`src/rtl/pts_tx_pkg.sv`:
```
// Shared types and parameter-legality helpers for the parallel-to-serial transmit sequencer.

package pts_tx_pkg;

   typedef enum logic [1:0] {
      IDLE  = 2'd0,
      LOAD  = 2'd1,
      SHIFT = 2'd2
   } tx_ctrl_state_t;

   localparam int unsigned MIN_NUM_BITS     = 2;
   localparam int unsigned MIN_CLKS_PER_BIT = 2;

   function automatic bit params_legal(input int unsigned num_bits,
                                       input int unsigned clks_per_bit);
      return (num_bits >= MIN_NUM_BITS) && (clks_per_bit >= MIN_CLKS_PER_BIT);
   endfunction

endpackage

```
`src/rtl/flex_counter.sv`:
```
// Free-running modulo counter: counts 0..rollover_val-1 while enabled, with a registered
// flag that is high for the whole cycle in which the count sits at its final value.

module flex_counter #(
   parameter int unsigned NUM_CNT_BITS = 4
) (
   input  logic                    clk,
   input  logic                    n_rst,
   input  logic                    clear,
   input  logic                    count_enable,
   input  logic [NUM_CNT_BITS-1:0] rollover_val,
   output logic [NUM_CNT_BITS-1:0] count_out,
   output logic                    rollover_flag
);

   logic [NUM_CNT_BITS-1:0] count_q, count_d;
   logic [NUM_CNT_BITS-1:0] last_val;
   logic                    flag_q, flag_d;

   assign last_val = rollover_val - NUM_CNT_BITS'(1);

   always_comb begin
      count_d = count_q;
      if (clear) begin
         count_d = '0;
      end else if (count_enable) begin
         count_d = (count_q == last_val) ? '0 : count_q + NUM_CNT_BITS'(1);
      end
      // Flag tracks the next count so it lines up with count_out, not one cycle late.
      flag_d = !clear && (count_d == last_val);
   end

   always_ff @(posedge clk) begin
      if (!n_rst) begin
         count_q <= '0;
         flag_q  <= 1'b0;
      end else begin
         count_q <= count_d;
         flag_q  <= flag_d;
      end
   end

   assign count_out     = count_q;
   assign rollover_flag = flag_q;

endmodule

```
`src/rtl/pts_tx_controller.sv`:
```
// Load/shift sequencer for the MSB-first parallel-to-serial shift register: one frame per
// handshake, each bit held for CLKS_PER_BIT clocks, tx_done pulsed on return to IDLE.

module pts_tx_controller
   import pts_tx_pkg::*;
#(
   parameter int unsigned NUM_BITS     = 9,
   parameter int unsigned CLKS_PER_BIT = 10
) (
   input  logic                clk,
   input  logic                n_rst,
   input  logic                tx_valid,
   input  logic [NUM_BITS-1:0] tx_data,
   output logic                tx_ready,
   output logic [NUM_BITS-1:0] pts_data,
   output logic                load_enable,
   output logic                shift_enable,
   output logic                busy,
   output logic                tx_done
);

   localparam int unsigned TW = $clog2(CLKS_PER_BIT) + 1;
   localparam int unsigned BW = $clog2(NUM_BITS);
   localparam logic [BW-1:0] LAST_BIT = BW'(NUM_BITS - 1);
   localparam logic [TW-1:0] PERIOD   = TW'(CLKS_PER_BIT);

   if (!params_legal(NUM_BITS, CLKS_PER_BIT)) begin : gen_bad_params
      $error("pts_tx_controller: NUM_BITS and CLKS_PER_BIT must both be at least 2");
   end

   tx_ctrl_state_t      state_q, state_d;
   logic [BW-1:0]       bit_cnt_q, bit_cnt_d;
   logic [NUM_BITS-1:0] pts_data_q, pts_data_d;
   logic                tx_done_q, tx_done_d;
   logic [TW-1:0]       bit_timer;
   logic                period_end;

   flex_counter #(
      .NUM_CNT_BITS (TW)
   ) u_bit_timer (
      .clk           (clk),
      .n_rst         (n_rst),
      .clear         (state_q == LOAD),
      .count_enable  (state_q == SHIFT),
      .rollover_val  (PERIOD),
      .count_out     (bit_timer),
      .rollover_flag (period_end)
   );

   always_comb begin
      state_d    = state_q;
      bit_cnt_d  = bit_cnt_q;
      pts_data_d = pts_data_q;
      tx_done_d  = 1'b0;
      case (state_q)
         IDLE: begin
            if (tx_valid) begin
               pts_data_d = tx_data;
               state_d    = LOAD;
            end
         end
         LOAD: begin
            bit_cnt_d = '0;
            state_d   = SHIFT;
         end
         SHIFT: begin
            // The final bit period ends without a shift; the register is simply abandoned.
            if (period_end) begin
               if (bit_cnt_q == LAST_BIT) begin
                  state_d   = IDLE;
                  tx_done_d = 1'b1;
               end else begin
                  bit_cnt_d = bit_cnt_q + BW'(1);
               end
            end
         end
         default: state_d = IDLE;
      endcase
   end

   always_ff @(posedge clk) begin
      if (!n_rst) begin
         state_q    <= IDLE;
         bit_cnt_q  <= '0;
         pts_data_q <= '0;
         tx_done_q  <= 1'b0;
      end else begin
         state_q    <= state_d;
         bit_cnt_q  <= bit_cnt_d;
         pts_data_q <= pts_data_d;
         tx_done_q  <= tx_done_d;
      end
   end

   assign tx_ready     = (state_q == IDLE);
   assign load_enable  = (state_q == LOAD);
   assign shift_enable = (state_q == SHIFT) && period_end && (bit_cnt_q != LAST_BIT);
   assign busy         = (state_q != IDLE);
   assign tx_done      = tx_done_q;
   assign pts_data     = pts_data_q;

   a_strobes_exclusive : assert property (@(posedge clk) disable iff (!n_rst)
      !(load_enable && shift_enable));

   a_period_end_at_last_count : assert property (@(posedge clk) disable iff (!n_rst)
      (state_q == SHIFT && period_end) |-> (bit_timer == PERIOD - TW'(1)));

endmodule

```
`config.mk`:
```
export PLATFORM = sky130hd
export DESIGN_NAME = pts_tx_controller
export DESIGN_NICKNAME = d
export VERILOG_FILES = /design/src/rtl/pts_tx_pkg.sv /design/src/rtl/flex_counter.sv /design/src/rtl/pts_tx_controller.sv
export SDC_FILE = /design/constraint.sdc
export NUM_CORES = 1
export LEC_CHECK = 0
export BUFFER_PORTS_ARGS = -buffer_cell sky130_fd_sc_hd__buf_2
export CORE_MARGIN = 5
export CORE_UTILIZATION = 37
export CTS_CLUSTER_DIAMETER = 30
export DETAILED_ROUTE_END_ITERATION = 16
export PLACE_DENSITY = 0.61
export SLEW_MARGIN = 20
export SYNTH_ARGS = -nofsm -noshare
export SYNTH_HDL_FRONTEND = slang
export SYNTH_SLANG_ARGS = --single-unit
```
`constraint.sdc`:
```
create_clock -name clk -period 2.1 [get_ports clk]
set_clock_uncertainty 0.15 [all_clocks]
set_input_delay 0.105 -clock clk [delete_from_list [all_inputs] [get_ports clk]]
set_output_delay 0.105 -clock clk [all_outputs]
set_load 0.03 [all_outputs]
```
Word-level counts from Yosys, hierarchy flattened. Index checks and enable logic that the tools add are counted.

Reductions and logical operators: 11. Equal/unequal tests: 10. $add $sub $neg: 2. Multiplexer cells: 11.

Operators by type and width (number): 5-bit two-way mux (3); 5-bit by 4-bit == test with 1-bit output, second input constant (2); 3-bit AND reduction (3); 4-bit two-way mux (2); 2-bit != test, second input constant (4); 4-bit case mux with 2 select lines (1); 2-bit two-way mux (3); 2-bit case mux with 3 select lines (1); 5-bit by 1-bit adder with 5-bit output, second input constant (1); 4-bit by 1-bit adder with 4-bit output, second input constant (1); 4-bit == test, second input constant (1); 4-bit != test, second input constant (1); 2-bit nonzero test (2); 1-bit logical AND (3); 2-bit by 1-bit == test with 1-bit output, second input constant (1); 2-bit == test, second input constant (1); 2-bit logical NOT (1); 2-bit AND reduction (1); 1-bit logical NOT (1); 1-bit two-way mux (1).

Bits in registers: 22. Bits of input ports: 12. Word-level logic and storage cells: 40.

Depth between registers and ports, before layout. Gate-level depths: netlist of the first run.

Depth in word-level cells: 6. Gate-level depth with buffers: 6. Depth with buffers taken out: 6.

By module. From an unflattened synthesis of the first run, not the netlist that was laid out.

Cells, all modules: 137. Area, all modules: 1247.4 um2.

Modules (own cells, without submodules): pts_tx_controller (area an instance 763.2 um2, cells an instance 83, sequential area each 320.3 um2, instances 1); flex_counter (area an instance 484.2 um2, cells an instance 54, sequential area each 120.1 um2, instances 1).

Worst setup path after synthesis of the first run. OpenSTA, ideal clock, no wires.

Path kind: reg2reg. Start: register bit_cnt_q[0]. End: register bit_cnt_q[0]. Arrival: 1.380 ns. Path buffers: 0. Setup time: 0.059 ns. Path slack: 0.510 ns. Cell stages (with the launch flop): 7. Path through: dfxtp_1 -> inv_1 -> ha_1 -> nand3b_1 -> and2_1 -> mux2i_1 -> and2_1.

Word-level cells in the longest chain between the ends: 4. Elaborated cells between the ends (all ways): 7. Those cells by class: add/sub: 1; eq/ne: 2; mux: 3; reduce/logical: 1.

RTL lines: start: declaration (line pts_tx_controller.sv:32) `logic [BW-1:0] bit_cnt_q, bit_cnt_d;`; start signal: assignment (line pts_tx_controller.sv:89) `bit_cnt_q <= bit_cnt_d;`; 4-bit by 1-bit adder with 4-bit output (line pts_tx_controller.sv:73) `bit_cnt_d = bit_cnt_q + BW'(1);`; 4-bit two-way mux (line pts_tx_controller.sv:69) `if (bit_cnt_q == LAST_BIT) begin`; 4-bit two-way mux (line pts_tx_controller.sv:68) `if (period_end) begin`; 4-bit case mux with 2 select lines (line pts_tx_controller.sv:55) `case (state_q)`.

Parallel ways exist; a longest one is shown, timed or not. The select of a mux whose other input is x is not followed. A chain may end at the register's enable or synchronous reset.

Worst setup path after layout of the first run.
Start: register state_q[1]. End: output port shift_enable.

Word-level cells in the longest chain between the ends: 3.

RTL lines: start: declaration (line pts_tx_controller.sv:31) `tx_ctrl_state_t state_q, state_d;`; start signal: assignment (line pts_tx_controller.sv:88) `state_q <= state_d;`; 2-bit == test (line pts_tx_controller.sv:97) `assign shift_enable = (state_q == SHIFT) && period_end && (bit_cnt_q != LAST_BIT);`; 1-bit logical AND (2 in series) (line pts_tx_controller.sv:97); end: declaration (line pts_tx_controller.sv:17) `output logic shift_enable,`.

Every way passes these cells.

==> summary.md, run 1 <==
| Metric | Value |
|---|---|
| Port-buffer cells | `25` |
| HP Class | `register to register` |
| Remaining DRCs | `0` |
| Hold endpoint | `pts_data[7]` |
| Reg2reg end | `u_bit_timer.rollover_flag` |
| Psw | `0.000229 W` |
| Die Ht | `63.3 um` |
| Initial Util | `38.4%` |
| Worst Path Arrival | `1610 ps` |
| Commonest cells after routing, fill and taps aside | `buf_2, nand2_1, dfxtp_1, dlygate4sd3_1, a21boi_1` |
| Drt first pass iters | `4` |
| Post-Synth XOR/XNOR Area | `2.50%` |
| TritonCTS clock tree | `done` |
| Root buffer cell | `clkbuf_4` |
| LEAKAGE | `0.597 nW` |
| Drt wl/cell | `12.2 um` |
| Clock group share of total power | `a little over a third` |
| Core area | `2730 um2` |
| Launch point of the worst reg-to-reg path | `u_bit_timer.count_out[0]` |
| Htree depth | `1` |
| Total GRT Usage | `12.3%` |
| Main combinational cell family by area after synthesis | `simple AND/OR/NAND/NOR gates` |
| Commonest non-fill, non-tap cell in the layout | `buf_2` |
| Postcts setup bufs | `0` |
| Syn nets | `136` |
| Startpoint types | `register` |
| Filler cells | `around 230` |
| Post-Synth Simple-Gate Area | `about 30%` |
| Combinational group share of total power | `approximately 15%` |
| Cts-stage hold buffer count | `11` |
| Nets | `174` |
| Area of the mapped netlist | `1050 um2` |
| Yosys cell types | `38` |
| Die area | `4000 um2` |
| Worst slew pin tran | `around 440 ps` |
| Hold path startpoint | `pts_data[7]` |
| ANT cells | `0` |
| Sequential fraction of the synthesis area | `roughly two fifths` |
| Die Span X | `about 63 um` |
| Mux share of post-synthesis cell area | `0.954%` |
| Mapped Cells | `120` |
| Clock sink total | `22` |
| Setup_tns | `0 ps` |
| Hold Path Depth | `2` |
| MaxCap Viol Count | `0` |
| Clock tree buffer depth | `2` |
| Highest clock rate | `536 MHz` |
| Via count | `952` |
| Pin count of the biggest net entering global routing | `19` |
| Int Power | `0.000682 W` |
| Fraction of layout cells with a size suffix above 1 | `21.7%` |
| Number of global-route vias before repair | `between 900 and 1000` |
| Status | `finished clean` |
| Layout area overhead | `29.6%` |
| Avg Synthesized Cell Area | `about 8.7 um2` |
| Post-synthesis register bit count | `22` |
| Sw Ratio | `around a quarter` |
| Clk slew on worst S/H paths | `130 ps` |
| Tcrit/Tclk final | `88.8%` |
| Complex-gate fraction of the synthesized area | `15.4%` |
| IO Count | `26` |
| Worst VDD drop | `about 440 uV` |
| WP data required | `about 1900 ps` |
| Pwr Density | `670 nW/um2` |
| Final Max Tran Viols | `0` |
| DRT iter0 DRCs | `11` |
| Yosys warning count | `0` |
| GR Overflow Total | `0` |
| Synth area leaders | `dfxtp_1, nand2_1, a21boi_1` |
| CP Capture Type | `output pin` |
| R2R cell count | `5` |
| WS Path Type | `register to output pin` |
| Total CTS buffers | `3` |
| Final Critical Period | `1860 ps` |
| Seq pwr share | `49.1%` |
| Worst-Skew Late Latency | `between 300 and 400 ps` |
| Crit path max fanout | `10` |
| Post-cts sizing count | `0` |
| Final WS setup | `235 ps` |
| Detail Placement HPWL | `1630 um` |
| Finish-stage setup viols | `0` |
| Core Rows | `19` |
| FF-to-FF setup slack | `380 ps` |
| Adder-cell share of the synthesized area | `under 10%` |
| Routed Antenna Nets | `0` |
| Initial antenna violation count | `0` |
| RSZ-0062 raised after global routing | `false` |
| Sequential Area | `440 um2` |
| Vias per cell | `5.06` |
| Rel. slew slack | `70.0%` |
| First-pass GRT wire length | `4060 um` |
| Final hold vios | `0` |
| Gpl congestion | `0.841` |
| Top cell type's share of synthesized area | `roughly two fifths` |
| Multi-input gate area | `563 um2` |
| Worst slack at placement | `between 400 and 500 ps` |
| Dominant cell type by area after synthesis | `dfxtp_1` |
| Drt total wl | `2300 um` |
[final cells by class]
class / count / area share (%)
flip-flops and latches: 22 / 32.4
repair buffers: 36 / 17.3
clock inverters: 1 / 2.21
clock buffers: 3 / 1.66
inverters: 8 / 2.21
multi-input cells: 87 / 41.4
well taps: 31 / 2.85
[cell families after synthesis]
| logic type | Yosys count |
|---|---|
| buffers and inverters | 11 |
| multiplexers | 1 |
| adder cells (fa/ha/maj) | 4 |
| AND/OR/NAND/NOR | 57 |
| AO/OA/AOI/OAI | 22 |
| flip-flops | 22 |
| XOR/XNOR | 3 |
[per-stage QoR]
step | total power (W) | hold WS, ps | instances | cell area [um2] | utilization (%)
after CTS | 0.000921 | 316 | 188 | 1360 | 49.7
after global routing | 0.000959 | 335 | 188 | 1360 | 49.7
after global placement | 0.000578 | 194 | 173 | 1200 | 43.8
after floorplan | 0.000542 | 89.9 | 120 | 1050 | -
final | 0.000911 | 313 | 188 | 1360 | 49.7
after detailed placement | 0.000581 | 207 | 173 | 1200 | 43.8
[power by group through the flow]
stage,Sequential (W),Clock [W],Combinational [W]
3_3_place_gp,0.000456,0,0.000122
2_1_floorplan,0.000474,0,0.0000677
3_5_place_dp,0.000457,0,0.000124
5_1_grt,0.000451,0.000356,0.000152
4_1_cts,0.000448,0.000333,0.000140
6_report,0.000448,0.000323,0.000140
[worst max path at each step]
stage	from	endpoint	depth (start not counted)
after detailed placement	u_bit_timer.count_out[0]	u_bit_timer.rollover_flag	5
after global placement	u_bit_timer.count_out[0]	u_bit_timer.rollover_flag	5
after floorplan	bit_cnt_q[0]	bit_cnt_q[0]	6
after global routing	state_q[1]	shift_enable	3
after CTS	state_q[1]	shift_enable	3
final	state_q[1]	shift_enable	3
[per-layer routing]
metal	up-vias	share of wire [%]	wire [um]	GRT usage, %
met3	4	4.5	103	2.84
met1	444	43	996	13.3
met4	0	1.4	33	5.45
met2	19	51	1170	22.6
li1	485	-	-	-
met5	-	0	0	0
[worst max-delay path: stages, from the launching register on]
cell	delay, ps
dfxtp_1	580
and3b_1	300
and2_1	210
buf_2	220
[cells in the mapped netlist (all sizes together)]
library cell and instances:
nand3 4, o22ai 1, a21boi 11, clkbuf 1, nand4 2, ha 4
or3b 1, o311a 1, or3 2, nor2 4, nor4bb 1, and3b 2
buf 2, and3 2, a21oi 2, and4b 1, and2 6, o21a 1
a222oi 1, and4bb 1, nor2b 1, nand2 24, o21ai 3, xor2 3
inv 8, o31ai 1, nand3b 2, a2bb2oi 1, nand2b 4, dfxtp 22
mux2i 1
[state kept, by name, indices dropped and copies added (netlist names)]
signal	cells
pts_data	9
tx_done	1
u_bit_timer.rollover_flag	1
state_q	2
bit_cnt_q	4
u_bit_timer.count_out	5
No activity file was read; power rests on OpenSTA's default activity.
==> inputs of run 2 (changes only) <==
clock period = 2.28 ns   (was 2.1 ns; I/O delays follow)
==> summary.md, run 2 (synthesis gave the netlist of run 1 again) <==
| Metric | Value |
|---|---|
| Status | `finished clean` |
| Die Ht | `63.3 um (unchanged)` |
| Combinational group share of total power | `15.2% (-0.2 points)` |
| Core area | `2730 um2 (unchanged)` |
| Initial antenna violation count | `0 (unchanged)` |
| Tcrit/Tclk final | `82.3%` |
| FF-to-FF setup slack | `550 ps (+170 ps)` |
| Drt wl/cell | `11.8 um (-3.5%)` |
| Final Max Tran Viols | `0 (unchanged)` |
| HP Class | `register to register` |
| Total power draw | `0.000839 W (-7.9%)` |
| Sw Ratio | `25.1% (-0.033 points)` |
| Crit path max fanout | `10 (unchanged)` |
| Final hold vios | `0 (unchanged)` |
| Clock tree buffer depth | `2 (unchanged)` |
| Port-buffer cells | `25 (unchanged)` |
| Max reg flops | `9 (unchanged)` |
| IO Count | `26 (unchanged)` |
| Finish-stage setup viols | `0 (unchanged)` |
| CP Capture Type | `output pin` |
| Worst-Skew Late Latency | `310 ps (about the same)` |
| Layout area overhead | `29.6% (unchanged)` |
| First-pass GRT wire length | `3970 um (-2.2%)` |
| Commonest cells after routing, fill and taps aside | `buf_2, nand2_1, dfxtp_1, dlygate4sd3_1, a21boi_1` |
| Routed Antenna Nets | `0 (unchanged)` |
| Drt total wl | `2220 um (-3.5%)` |
| Total GRT Usage | `12.0% (-0.37 points)` |
| Drt first pass iters | `4 (unchanged)` |
| Post-cts sizing count | `0 (unchanged)` |
| Highest clock rate | `approximately 530 MHz` |
| Clock sink total | `22 (unchanged)` |
| DRT iter0 DRCs | `7 (-4)` |
| Core Rows | `19 (unchanged)` |
| Rel. slew slack | `69.9% (about the same)` |
| Final Critical Period | `1880 ps` |
| Detail Placement HPWL | `1650 um (+0.84%)` |
| Total CTS buffers | `3 (unchanged)` |
| Root buffer cell | `clkbuf_4` |
| Number of global-route vias before repair | `927 (+0.54%)` |
| Nets | `174 (unchanged)` |
| Pin count of the biggest net entering global routing | `19 (unchanged)` |
| Gpl congestion | `0.841 (about the same)` |
| Die Span X | `63.3 um (unchanged)` |
| Die area | `4000 um2 (unchanged)` |
| WS Path Type | `register to output pin` |
| Htree depth | `1 (unchanged)` |
| WP data required | `2020 ps (+170 ps)` |
| Remaining DRCs | `0 (unchanged)` |
| TritonCTS clock tree | `done` |
| Psw | `0.000211 W (-8.1%)` |
| Int Power | `0.000628 W (-7.9%)` |
| Pwr Density | `617 nW/um2 (-7.9%)` |
| Clock group share of total power | `35.6% (about the same)` |
| Commonest non-fill, non-tap cell in the layout | `buf_2` |
| Seq pwr share | `49.1% (about the same)` |
| Worst VDD drop | `391 uV (-12%)` |
| Setup_tns | `0 ps (unchanged)` |
| Cts-stage hold buffer count | `10 (-1)` |
| Fraction of layout cells with a size suffix above 1 | `21.7% (unchanged)` |
| RSZ-0062 raised after global routing | `false` |
| Postcts setup bufs | `0 (unchanged)` |
| Worst path slowest cell | `dfxtp_1` |
| MaxCap Viol Count | `0 (unchanged)` |
| Clk slew on worst S/H paths | `130 ps (about the same)` |
| LEAKAGE | `0.597 nW (unchanged)` |
| GR Overflow Total | `0 (unchanged)` |
| Initial Util | `38.4% (unchanged)` |
| Worst-path cell chain | `and3b_1, and2_1, buf_2` |
| Worst slew pin tran | `445 ps (+0.731 ps)` |
| Largest stage delay, worst path | `580 ps (about the same)` |
| Worst Path Arrival | `1610 ps (about the same)` |
| Vias per cell | `5.03 (-0.63%)` |
| Via count | `946 (-0.63%)` |
| ANT cells | `0 (unchanged)` |
| Startpoint types | `register` |
## run 2: cell counts in the layout (fill, tap and decap cells not counted)
No cell type changed its count.
## run 2: critical path: cells and delay by family (launching register included)
kind	cells	cell delay (ps)
and+or+nand+nor	2	510
buffers and inverters	1	220
DFF	1	580
## run 2: stage by stage
step / worst slack (ps) / hold WS [ps] / instances / instance area (um2) / util (%)
2_1_floorplan: 690 / 98.9 / 120 / 1050 / -
3_3_place_gp: 670 / 203 / 173 / 1200 / 43.8
3_5_place_dp: 599 / 215 / 173 / 1200 / 43.8
4_1_cts: 396 / 0.329 / 187 / 1350 / 49.4
5_1_grt: 279 / 338 / 188 / 1360 / 49.7
6_report: 404 / 314 / 188 / 1360 / 49.7
## run 2: path summary, 6_finish.rpt
check | end | cells after the start | startpoint
min | pts_data[7] | 2 | pts_data[7]
min reg2reg | pts_data[7] | 2 | pts_data[7]
max reg2reg | u_bit_timer.rollover_flag | 5 | u_bit_timer.count_out[0]
max | shift_enable | 3 | state_q[1]
## run 2: power by group through the flow
stage | Combinational, W | Sequential [W] | Clock (W)
after floorplan | 0.0000623 | 0.000437 | 0
after global placement | 0.000113 | 0.000420 | 0
after detailed placement | 0.000114 | 0.000420 | 0
after CTS | 0.000128 | 0.000412 | 0.000308
after global routing | 0.000139 | 0.000415 | 0.000328
final | 0.000128 | 0.000412 | 0.000299
## run 2: area by class of cell
class | count | area (um2)
sequential | 22 | 440
clock inverter | 1 | 30.0
tap | 31 | 38.8
clock buffer | 3 | 22.5
multi-input combinational | 87 | 563
fill | 235 | 1370
inverter | 8 | 30.0
timing repair buffer | 36 | 235
## run 2: routing by layer
layer	up-vias	wire, um	global-route usage (%)	part of all wire (%)
met5	-	0	0	0
met4	0	44	5.45	2.0
met3	6	107	2.49	4.8
met2	23	1060	21.3	48
met1	431	1010	13.5	45
li1	486	-	-	-
